`src/rtl/writeback_unit_l7.sv`:
```
// Writeback stage.
// A round-robin arbiter picks one execute-unit channel. Its result goes into a
// single output entry. That entry drives the completion port to commit, the
// register-file write port and the operand-bypass source.
module writeback_unit_l7 #(
  parameter int p_num_pipes      = 2,
  parameter int p_seq_num_bits   = 5,
  parameter int p_phys_addr_bits = 6
) (
  input  logic                                     clk,
  input  logic                                     rst,
  input  logic [p_num_pipes-1:0]                   x_val,
  output logic [p_num_pipes-1:0]                   x_rdy,
  input  logic [32*p_num_pipes-1:0]                x_pc,
  input  logic [p_seq_num_bits*p_num_pipes-1:0]    x_seq_num,
  input  logic [5*p_num_pipes-1:0]                 x_waddr,
  input  logic [32*p_num_pipes-1:0]                x_wdata,
  input  logic [p_num_pipes-1:0]                   x_wen,
  input  logic [p_phys_addr_bits*p_num_pipes-1:0]  x_preg,
  input  logic [p_phys_addr_bits*p_num_pipes-1:0]  x_ppreg,
  output logic                                     rf_wen,
  output logic [p_phys_addr_bits-1:0]              rf_preg,
  output logic [31:0]                              rf_wdata,
  output logic                                     cmp_val,
  input  logic                                     cmp_rdy,
  output logic [31:0]                              cmp_pc,
  output logic [p_seq_num_bits-1:0]                cmp_seq_num,
  output logic [4:0]                               cmp_waddr,
  output logic                                     cmp_wen,
  output logic [p_phys_addr_bits-1:0]              cmp_preg,
  output logic [p_phys_addr_bits-1:0]              cmp_ppreg,
  output logic                                     byp_val,
  output logic [p_phys_addr_bits-1:0]              byp_preg,
  output logic [31:0]                              byp_data
);

  localparam int PtrW = (p_num_pipes > 1) ? $clog2(p_num_pipes) : 1;

  typedef struct packed {
    logic                        val;
    logic [31:0]                 pc;
    logic [p_seq_num_bits-1:0]   seq;
    logic [4:0]                  waddr;
    logic [31:0]                 wdata;
    logic                        wen;
    logic [p_phys_addr_bits-1:0] preg;
    logic [p_phys_addr_bits-1:0] ppreg;
  } entry_t;

  entry_t            entry_q, entry_d;
  logic [PtrW-1:0]   rrPtr_q, rrPtr_d;
  logic [PtrW-1:0]   grantIdx;
  logic              grantAny;
  logic [p_num_pipes-1:0] grant;
  logic              canAccept;
  logic              inXfer;
  logic              cmpXfer;
  int                scanIdx;

  logic [31:0]                 pcArr    [p_num_pipes];
  logic [p_seq_num_bits-1:0]   seqArr   [p_num_pipes];
  logic [4:0]                  waddrArr [p_num_pipes];
  logic [31:0]                 wdataArr [p_num_pipes];
  logic [p_phys_addr_bits-1:0] pregArr  [p_num_pipes];
  logic [p_phys_addr_bits-1:0] ppregArr [p_num_pipes];

  // Split the flat-packed channel buses into per-channel fields
  for (genvar i = 0; i < p_num_pipes; i++) begin : g_unpack
    assign pcArr[i]    = x_pc[i*32 +: 32];
    assign seqArr[i]   = x_seq_num[i*p_seq_num_bits +: p_seq_num_bits];
    assign waddrArr[i] = x_waddr[i*5 +: 5];
    assign wdataArr[i] = x_wdata[i*32 +: 32];
    assign pregArr[i]  = x_preg[i*p_phys_addr_bits +: p_phys_addr_bits];
    assign ppregArr[i] = x_ppreg[i*p_phys_addr_bits +: p_phys_addr_bits];
  end

  // Round-robin search: first valid channel at or above the pointer, wrapping to 0
  always_comb begin
    grantIdx = '0;
    grantAny = 1'b0;
    scanIdx  = 0;
    for (int k = 0; k < p_num_pipes; k++) begin
      scanIdx = int'(rrPtr_q) + k;
      if (scanIdx >= p_num_pipes) scanIdx = scanIdx - p_num_pipes;
      if (!grantAny && x_val[scanIdx]) begin
        grantAny = 1'b1;
        grantIdx = PtrW'(scanIdx);
      end
    end
  end

  // One-hot grant; ready is the grant qualified by room in the output entry
  always_comb begin
    grant = '0;
    if (grantAny) grant[grantIdx] = 1'b1;
  end

  assign cmp_val   = entry_q.val & ~rst;
  assign cmpXfer   = cmp_val & cmp_rdy;
  assign canAccept = ~rst & (~entry_q.val | cmp_rdy);
  assign x_rdy     = grant & {p_num_pipes{canAccept}};
  assign inXfer    = grantAny & canAccept;

  // Next entry: a new result overwrites (even while draining); a drain alone empties it
  always_comb begin
    entry_d = entry_q;
    rrPtr_d = rrPtr_q;
    if (inXfer) begin
      entry_d.val   = 1'b1;
      entry_d.pc    = pcArr[grantIdx];
      entry_d.seq   = seqArr[grantIdx];
      entry_d.waddr = waddrArr[grantIdx];
      entry_d.wdata = wdataArr[grantIdx];
      entry_d.wen   = x_wen[grantIdx];
      entry_d.preg  = pregArr[grantIdx];
      entry_d.ppreg = ppregArr[grantIdx];
      if (int'(grantIdx) == p_num_pipes - 1) rrPtr_d = '0;
      else                                   rrPtr_d = grantIdx + 1'b1;
    end else if (cmpXfer) begin
      entry_d.val = 1'b0;
    end
  end

  // Entry and arbitration pointer registers; reset drops any held result
  always_ff @(posedge clk) begin
    if (rst) begin
      entry_q <= '0;
      rrPtr_q <= '0;
    end else begin
      entry_q <= entry_d;
      rrPtr_q <= rrPtr_d;
    end
  end

  assign cmp_pc      = entry_q.pc;
  assign cmp_seq_num = entry_q.seq;
  assign cmp_waddr   = entry_q.waddr;
  assign cmp_wen     = entry_q.wen;
  assign cmp_preg    = entry_q.preg;
  assign cmp_ppreg   = entry_q.ppreg;

  // Register x0 is never written or bypassed; stores complete without a write
  assign rf_wen   = cmpXfer & entry_q.wen & (entry_q.waddr != 5'd0);
  assign rf_preg  = entry_q.preg;
  assign rf_wdata = entry_q.wdata;

  assign byp_val  = cmp_val & entry_q.wen & (entry_q.waddr != 5'd0);
  assign byp_preg = entry_q.preg;
  assign byp_data = entry_q.wdata;

endmodule

```
`config.mk`:
```
export PLATFORM = sky130hd
export DESIGN_NAME = writeback_unit_l7
export DESIGN_NICKNAME = d
export VERILOG_FILES = /design/src/rtl/writeback_unit_l7.sv
export SDC_FILE = /design/constraint.sdc
export NUM_CORES = 1
export LEC_CHECK = 0
export ABC_AREA = 1
export BUFFER_PORTS_ARGS = -buffer_cell sky130_fd_sc_hd__buf_2
export CAP_MARGIN = 30
export CELL_PAD_IN_SITES_DETAIL_PLACEMENT = 1
export CELL_PAD_IN_SITES_GLOBAL_PLACEMENT = 1
export CORE_MARGIN = 2
export CORE_UTILIZATION = 30
export CTS_BUF_LIST = sky130_fd_sc_hd__clkbuf_4 sky130_fd_sc_hd__clkbuf_8 sky130_fd_sc_hd__clkbuf_16
export DETAILED_ROUTE_END_ITERATION = 8
export PLACE_DENSITY_LB_ADDON = 0.1
export SKIP_CTS_REPAIR_TIMING = 1
export SLEW_MARGIN = 40
export SYNTH_ARGS = -nofsm -noshare
export SYNTH_HDL_FRONTEND = slang
export SYNTH_SLANG_ARGS = --single-unit
```
`constraint.sdc`:
```
create_clock -name clk -period 1.75 [get_ports clk]
set_input_delay 0.0875 -clock clk [delete_from_list [all_inputs] [get_ports clk]]
set_output_delay 0.0875 -clock clk [all_outputs]
set_load 0.005 [all_outputs]
```
* Word level (Yosys, flattened, before mapping) *
Index checks and enable logic that the tools add are counted.

operators by class
  div/mod/pow operators = 0
  add/subtract/negate cells = 4
  multipliers = 0
  equal/unequal tests = 0
  shift-type cells = 0
  magnitude comparators = 7
  muxes and demuxes = 38
  reductions and logical operators = 5
  bitwise logic cells = 13

operators by type and width
  operator                                                                        number
  32-bit 2-to-1 mux                                                               8
  32-bit by 3-bit less-than comparator with 1-bit output (second input constant)  2
  6-bit 2-to-1 mux                                                                6
  5-bit 2-to-1 mux                                                                6
  1-bit 2-to-1 mux                                                                16
  1-bit AND                                                                       8
  5-bit nonzero test                                                              1
  2-bit >= comparator (second input constant)                                     2
  1-bit by 2-bit subtractor with 3-bit output (second input constant)             1
  2-bit by 2-bit subtractor with 3-bit output (second input constant)             1
  1-bit by 1-bit adder with 2-bit output (second input constant)                  1
  2-bit AND                                                                       1
  1-bit by 2-bit >= comparator with 1-bit output (second input constant)          1
  1-bit logical AND                                                               2
  1-bit by 2-bit less-than comparator with 1-bit output (second input constant)   1
  2-bit 2-to-1 mux                                                                1
  1-bit inverter                                                                  2
  1-bit inverter with 2-bit output                                                1
  2-bit nonzero test                                                              1
  1-bit adder (second input constant)                                             1
  1-bit demux with 1-bit select                                                   1
  1-bit >= comparator (second input constant)                                     1
  1-bit logical NOT                                                               1
  1-bit OR                                                                        1

word-level totals
  memories = 0
  memory bits (writable) = 0
  latch bits = 0
  output and inout bits = 136
  ROM bits = 0
  bits of input ports = 179
  register bits after elaboration = 89

* Depth between registers and ports, before layout *
Gate-level depths: netlist of the first run.

  depth in word-level cells = 15
  mapped depth = 9
  mapped depth without buffers = 7

* Least setup slack after synthesis of the first run *
No wires, ideal clock.

  path kind = register -> register
  start point = reg rrPtr_q
  end point = reg entry_q, in the netlist byp_preg[0]
  data arrival time = 1076 ps
  clock period less this slack = 1146 ps
  path buffers = 2
  stages on the path, launching flop included = 9
  setup slack = 604 ps
  cell sequence = dfxtp_1 > inv_1 > nand2_2 > buf_2 > buf_2 > nand3_1 > nand2_1 > nand2_1 > a21oi_1

on the way
  cells in the longest elaborated chain, start to end = 13
  elaborated cells between the ends (all ways) = 24
  classes of those cells = add/sub (3); order compare (2); mux (15); bitwise (2); reduce/logical (2)

ends and longest elaborated chain
  what                                                                                                           line  RTL
  start: declaration                                                                                             51    logic [PtrW-1:0] rrPtr_q, rrPtr_d;
  start signal: assignment                                                                                       131   rrPtr_q <= rrPtr_d;
  1-bit by 2-bit subtractor with 3-bit output or 1-bit by 2-bit >= comparator with 1-bit output (tied branches)  84    if (scanIdx >= p_num_pipes) scanIdx = scanIdx - p_num_pipes;
  32-bit 2-to-1 mux                                                                                              84
  1-bit 2-to-1 mux (not written as such) (3 in a row)                                                            85    if (!grantAny && x_val[scanIdx]) begin
  1-bit 2-to-1 mux                                                                                               85
  1-bit logical NOT                                                                                              85
  1-bit logical AND                                                                                              85
  1-bit 2-to-1 mux                                                                                               85
  1-bit inverter with 2-bit output (not written as such)                                                         115   entry_d.preg = pregArr[grantIdx];
  6-bit 2-to-1 mux (not written as such) (3 in a row)                                                            115
  end signal: assignment                                                                                         130   entry_q <= entry_d;
  end: declaration                                                                                               50    entry_t entry_q, entry_d;

Several ways; a longest one is shown, not always the timed one. The select of a mux whose other input is x is not followed.
A chain may end at the register's enable or synchronous reset.

* Worst setup path in the final report of the first run *
  start point = reg entry_q[87] (netlist name)
  end point = out x_rdy[1]

on the way
  cells in the longest elaborated chain, start to end = 4

ends and longest elaborated chain
  what              line  RTL
  1-bit inverter    100   assign canAccept = ~rst & (~entry_q.val | cmp_rdy);
  1-bit OR          100
  1-bit AND         100
  2-bit AND         101   assign x_rdy = grant & {p_num_pipes{canAccept}};
  end: declaration  13    output logic [p_num_pipes-1:0] x_rdy,

Every way passes these cells.

==> results of run 1 <==
==> per-layer routing <==
layer  track usage (%)  vias up
met5                 0        -
met4              5.73        2
met3              6.14       15
met2              32.0      191
met1              21.2     2511
li1                  -     2776
==> stage by stage <==
stage	util [%]	hold slack, ns	total power (uW)	area [um2]	std cells
CTS	36.7	0.0463	5170	6360	1201
floorplan	-	0.267	3100	5360	823
global route	36.9	0.0877	5400	6400	1203
global placement	35.3	0.408	3420	6120	1189
finish	36.9	0.0529	5080	6400	1204
detailed placement	35.3	0.410	3420	6120	1189
==> final cells by class <==
type                       instances  area, um2
fill                            2365      11000
sequential                        89       1780
tap                              225        282
timing repair buffer             329       1780
antenna                            1       2.50
clock buffer                      10        233
inverter                           7       26.3
clock inverter                     2       10.0
multi-input combinational        541       2290
==> sequential cells by signal, summed over array words and instances (netlist names) <==
register     count
byp_preg         6
entry_q          1
cmp_waddr        5
cmp_wen          1
cmp_ppreg        6
byp_data        32
cmp_pc          32
rrPtr_q          1
cmp_seq_num      5
==> worst paths after layout <==
check | startpoint | endpoint | slack [ns] | depth (start not counted)
max reg2reg | rrPtr_q | cmp_seq_num[1] | 0.41 | 7
min | rst | rrPtr_q | 0.05 | 4
max | entry_q[87] | x_rdy[1] | 0.12 | 7
min reg2reg | cmp_pc[29] | cmp_pc[29] | 0.46 | 2
==> power by group <==
| part | switching, uW | internal, uW |
|---|---|---|
| Combinational | 636 | 503 |
| Sequential | 80.8 | 2150 |
| Clock | 770 | 942 |
==> worst max-delay path, delay by kind of cell, from the launching register on <==
kind,cells,cell delay (ns)
AND/OR/NAND/NOR,4,0.47
buffers and inverters,3,0.41
flip-flops,1,0.31
==> Yosys cell counts <==
master,count,share of area (%)
a21oi_1,88,8.2
buf_1,6,0.42
buf_2,28,2.6
buf_4,133,19
buf_6,6,1.3
clkbuf_1,13,0.91
dfxtp_1,89,33
inv_1,6,0.42
inv_2,1,0.070
nand2_1,352,25
nand2_2,3,0.35
nand3_1,88,8.2
nor2_1,6,0.42
nor2_4,2,0.42
nor3_1,1,0.093
o21ai_0,1,0.093
==> kinds of logic after synthesis <==
group / Yosys count / share of synthesized area, %
AO/OA/AOI/OAI: 89 / 8.31
buffers and inverters: 193 / 24.3
flip-flops: 89 / 33.2
AND/OR/NAND/NOR: 452 / 34.1
==> cell usage in the layout, fill, tap and decap left out <==
cell | Yosys | final
buf_2 | 28 | 313
nor2_1 | 6 | 6
inv_2 | 1 | 1
clkbuf_16 | 0 | 10
nor2_4 | 2 | 2
clkinv_2 | 0 | 2
nor3_1 | 1 | 1
nand3_1 | 88 | 88
inv_1 | 6 | 6
dfxtp_1 | 89 | 89
a21oi_1 | 88 | 88
nand2_2 | 3 | 1
buf_12 | 0 | 6
nand2_4 | 0 | 2
nand2_1 | 352 | 352
buf_4 | 133 | 9
o21ai_0 | 1 | 1
diode_2 | 0 | 1
clkbuf_4 | 0 | 1
==> results.py, run 1 <==
metrics = {
    "run_status": {
        "outcome": "completed",
    },
    "clocking": {
        "clock_latency_ns": 0.34,
        "clockRootBuffer": "clkbuf_16",
        "cts_buffers": 9,
        "cts_sinks": 89,
        "cts.htree.levels": 3,
        "cts.clk_slew.worst_paths_ns": 0.06,
        "tritoncts": "built",
        "cts_buffer_depth": 2,
    },
    "global_route": {
        "grt_pass1_wl_um": 27000,
        "grt.total_usage_pct": 18.4,
        "grt_max_degree": 89,
        "antenna_found_initial": 2,
        "grt_pass1_vias": 5102,
        "overflow": 0,
    },
    "route": {
        "routedWlPerCell_um": 15.4,
        "vias": 5495,
        "firstDrtPassIters": 4,
        "wl_met2_um": 8860,
        "met1Wirelength_um": 7720,
        "drtIter0Drc": 186,
        "routed-wl-met3_um": 1720,
        "wl_um": 18500,
        "top_layer_used": "met5",
        "ant_nets": 0,
        "drt_drc_violations_left": 0,
        "viasPerCell": 4.56,
    },
    "sta": {
        "min_period_ns": 1.63,
        "finalCritPeriodShare_pct": 93.0,
        "fin_tns_setup_ns": 0,
        "finalHoldViolCount": 0,
        "worst_pin_slew_ns": 0.676,
        "setup_viol": 0,
        "skew_ns": 0.00503,
        "max_slew_margin_pct": 54.9,
        "clock.fmax_ghz": 0.614,
        "setup_slack_ns": 0.122,
        "slew_viol_final": 0,
        "rsz0062_at_grt": "false",
    },
    "power_and_ir_drop": {
        "p_leak_uw": 0.00352,
        "power_density_nw_per_um2": 794,
        "ir_drop_uv": 466,
    },
    "floorplanning": {
        "core_area_um2": 17400,
        "io_pins": 315,
        "die_y_um": 138,
        "start_util_pct": 30.9,
        "dieArea_um2": 19000,
        "placementRows": 48,
        "die_w_um": 138,
    },
    "placed_design": {
        "dp_slack_ns": 0.390,
        "place_hpwl_um": 12900,
        "place_congestion": 0.738,
        "io_buffers": 314,
    },
    "synthesis": {
        "ys_ff_latch": 89,
        "synth_nets": 1002,
        "seq_area_frac_synth_pct": 33.2,
        "ys_types": 16,
        "yosys_warnings": 0,
        "syn-instance-count": 823,
        "synth.avg_cell_area_um2": 6.51,
        "syn_area_um2": 5360,
    },
    "critical_path": {
        "end_kind": "primary output",
        "cp_max_fo": 20,
        "setup.worst_path.class": "reg -> out",
        "slowest_stage": "dfxtp_1",
        "cpMostUsedCell": "nand2_1",
        "crit_required_ns": 1.66,
        "cp-start-kind": "flop",
        "cp_slowest_stage_delay_ns": 0.31,
        "crit_arrival_ns": 1.54,
        "crit_chain": "nand2_1 > nand2_1 > nor2_4 > buf_12 > nand2_1 > inv_1 > buf_2",
    },
    "min_path": {
        "min_path_type": "in -> reg",
    },
    "finish": {
        "area_delta_synth_final_pct": 19.4,
        "finish.net_count": 1156,
        "drive_above_1_share_pct": 35.5,
    },
    "job": {
        "maxCapViolations": 0,
    },
}
Power figures use the tool's default switching activity.
==> run 2, diff against run 1 <==
--- a/config.mk
+++ b/config.mk
@@ -11,7 +11,7 @@
 export CELL_PAD_IN_SITES_DETAIL_PLACEMENT = 1
 export CELL_PAD_IN_SITES_GLOBAL_PLACEMENT = 1
 export CORE_MARGIN = 2
-export CORE_UTILIZATION = 30
+export CORE_UTILIZATION = 29
 export CTS_BUF_LIST = sky130_fd_sc_hd__clkbuf_4 sky130_fd_sc_hd__clkbuf_8 sky130_fd_sc_hd__clkbuf_16
 export DETAILED_ROUTE_END_ITERATION = 8
 export PLACE_DENSITY_LB_ADDON = 0.1
==> constraint.sdc (replaced) <==
create_clock -name clk -period 1.7 [get_ports clk]
set_input_delay 0.085 -clock clk [delete_from_list [all_inputs] [get_ports clk]]
set_output_delay 0.085 -clock clk [all_outputs]
set_load 0.005 [all_outputs]
==> run 2 against run 1 <==
Final cell count grew 0.42%. First-iteration DRC count shrank 25%. Power grew 7.0%. Non-clock buffer count shrank 1. Via count grew 0.53%. Sequential share of layout area shrank 0.37 points. Setup slack gained 0.021 ns. Flip-flop and latch count is the same. Critical path type unchanged. Highest routed layer is now met4.
==> results.py, run 2 (same netlist as run 1, synthesis figures left out) <==
metrics = {
    "finish": {
        "area_delta_synth_final_pct": 21.0,
        "stdcell_area_um2": 6480,
        "fin_util_pct": 36.0,
        "layout_commonest_cell": "nand2_1",
        "finish.net_count": 1155,
        "fillers": 2430,
        "stdcell_count": 1209,
        "layout_common_cells": "nand2_1 (352), buf_2 (313), dfxtp_1 (89)",
        "drive_above_1_share_pct": 35.6,
        "antenna_cells": 0,
    },
    "critical_path": {
        "setup.worst_path.class": "reg -> out",
        "cp-start-kind": "flop",
        "cp_max_fo": 19,
        "crit_required_ns": 1.62,
        "crit_arrival_ns": 1.47,
        "end_kind": "primary output",
    },
    "floorplanning": {
        "dieArea_um2": 19600,
        "die_w_um": 140,
        "start_util_pct": 29.7,
        "die_y_um": 140,
        "core_area_um2": 18000,
        "io_pins": 315,
        "placementRows": 49,
    },
    "route": {
        "wl_um": 18800,
        "routedWlPerCell_um": 15.5,
        "ant_nets": 0,
        "drt_drc_violations_left": 0,
        "viasPerCell": 4.57,
        "drtIter0Drc": 140,
        "firstDrtPassIters": 4,
        "vias": 5524,
    },
    "sta": {
        "finalCritPeriodShare_pct": 91.6,
        "slew_viol_final": 0,
        "finalHoldViolCount": 0,
        "hold_slack_ns": 0.0690,
        "setup_slack_ns": 0.143,
        "min_period_ns": 1.56,
        "skew_ns": 0.0103,
        "worst_pin_slew_ns": 0.598,
        "max_slew_margin_pct": 60.2,
        "clock.fmax_ghz": 0.642,
        "setup_viol": 0,
    },
    "power_and_ir_drop": {
        "ir_drop_uv": 452,
        "swShare_pct": 29.0,
        "power_density_nw_per_um2": 839,
        "comb_power_share_pct": 22.0,
        "p_sw_uw": 1580,
        "seq_power_share_pct": 42.2,
        "p_leak_uw": 0.00354,
        "power.share.clock_pct": 35.8,
        "p_int_uw": 3860,
    },
    "global_route": {
        "antenna_found_initial": 0,
        "grt_pass1_wl_um": 29200,
        "grt.total_usage_pct": 18.5,
        "overflow": 0,
        "grt_max_degree": 88,
        "grt_pass1_vias": 5342,
    },
    "placed_design": {
        "place_congestion": 0.793,
        "io_buffers": 314,
        "placed_area_um2": 6160,
        "placedCellCount": 1192,
        "place_hpwl_um": 13000,
        "dp_slack_ns": 0.356,
    },
    "run_status": {
        "outcome": "completed",
    },
    "clocking": {
        "cts_buffer_depth": 2,
        "cts.clk_slew.worst_paths_ns": 0.07,
        "cts_sinks": 89,
        "cts.htree.levels": 3,
        "clockRootBuffer": "clkbuf_16",
        "clock_latency_ns": 0.34,
        "tritoncts": "built",
        "cts_buffers": 9,
    },
    "min_path": {
        "min_path_type": "in -> reg",
    },
    "job": {
        "maxCapViolations": 0,
    },
}
## run 2: changes by cell type in the layout (fill, tap and decap cells not counted), sizes merged
| cell | change |
|---|---|
| diode | -1 |
| buf | -1 |
| clkbuf | +3 |
| clkinvlp | +1 |
| clkinv | -1 |
## run 2: path summary, 6_finish.rpt
path | start | to | slack, ns | cells past startpoint
min reg2reg | cmp_pc[12] | cmp_pc[12] | 0.46 | 2
max reg2reg | entry_q[87] | rrPtr_q | 0.34 | 6
max | entry_q[87] | x_rdy[1] | 0.14 | 7
min | x_wdata[16] | byp_data[16] | 0.07 | 5
## run 2: metal layers
| metal | share of wire, % | vias to the layer above | global-route usage, % |
|---|---|---|---|
| met3 | 7.1 | 15 | 5.23 |
| met5 | 0 | - | 0 |
| met2 | 49 | 179 | 31.7 |
| met4 | 1.3 | 0 | 5.26 |
| met1 | 43 | 2556 | 22.9 |
| li1 | - | 2774 | - |
## run 2: final cells by class
type                    instances  area, um2  area share [%]
flip-flops and latches         89       1780            27.5
multi-input cells             541       2290            35.4
well taps                     229        287            4.42
clock inverters                 2       12.5           0.193
clock buffers                  13        274            4.23
repair buffers                328       1810            27.9
inverters                       7       26.3           0.405
## run 2: stage by stage
stage          total power (uW)  setup TNS, ns
2_1_floorplan              3190              0
5_1_grt                    5800      -0.000642
3_5_place_dp               3550              0
6_report                   5440              0
4_1_cts                    5540              0
3_3_place_gp               3540              0
## run 2: power by group through the flow
stage	Clock, uW	Combinational [uW]	Sequential (uW)
after floorplan	0	865	2320
after global placement	0	1200	2340
after detailed placement	0	1210	2350
after CTS	2030	1210	2300
after global routing	2130	1360	2310
final	1950	1200	2300
## run 2: worst max-delay path, stage by stage (launching register included)
cell and delay (ns):
dfxtp_1 0.31, nand2_1 0.12, nand2_1 0.10, nor2_4 0.18
buf_12 0.18, nand2_1 0.06, inv_1 0.07, buf_2 0.11
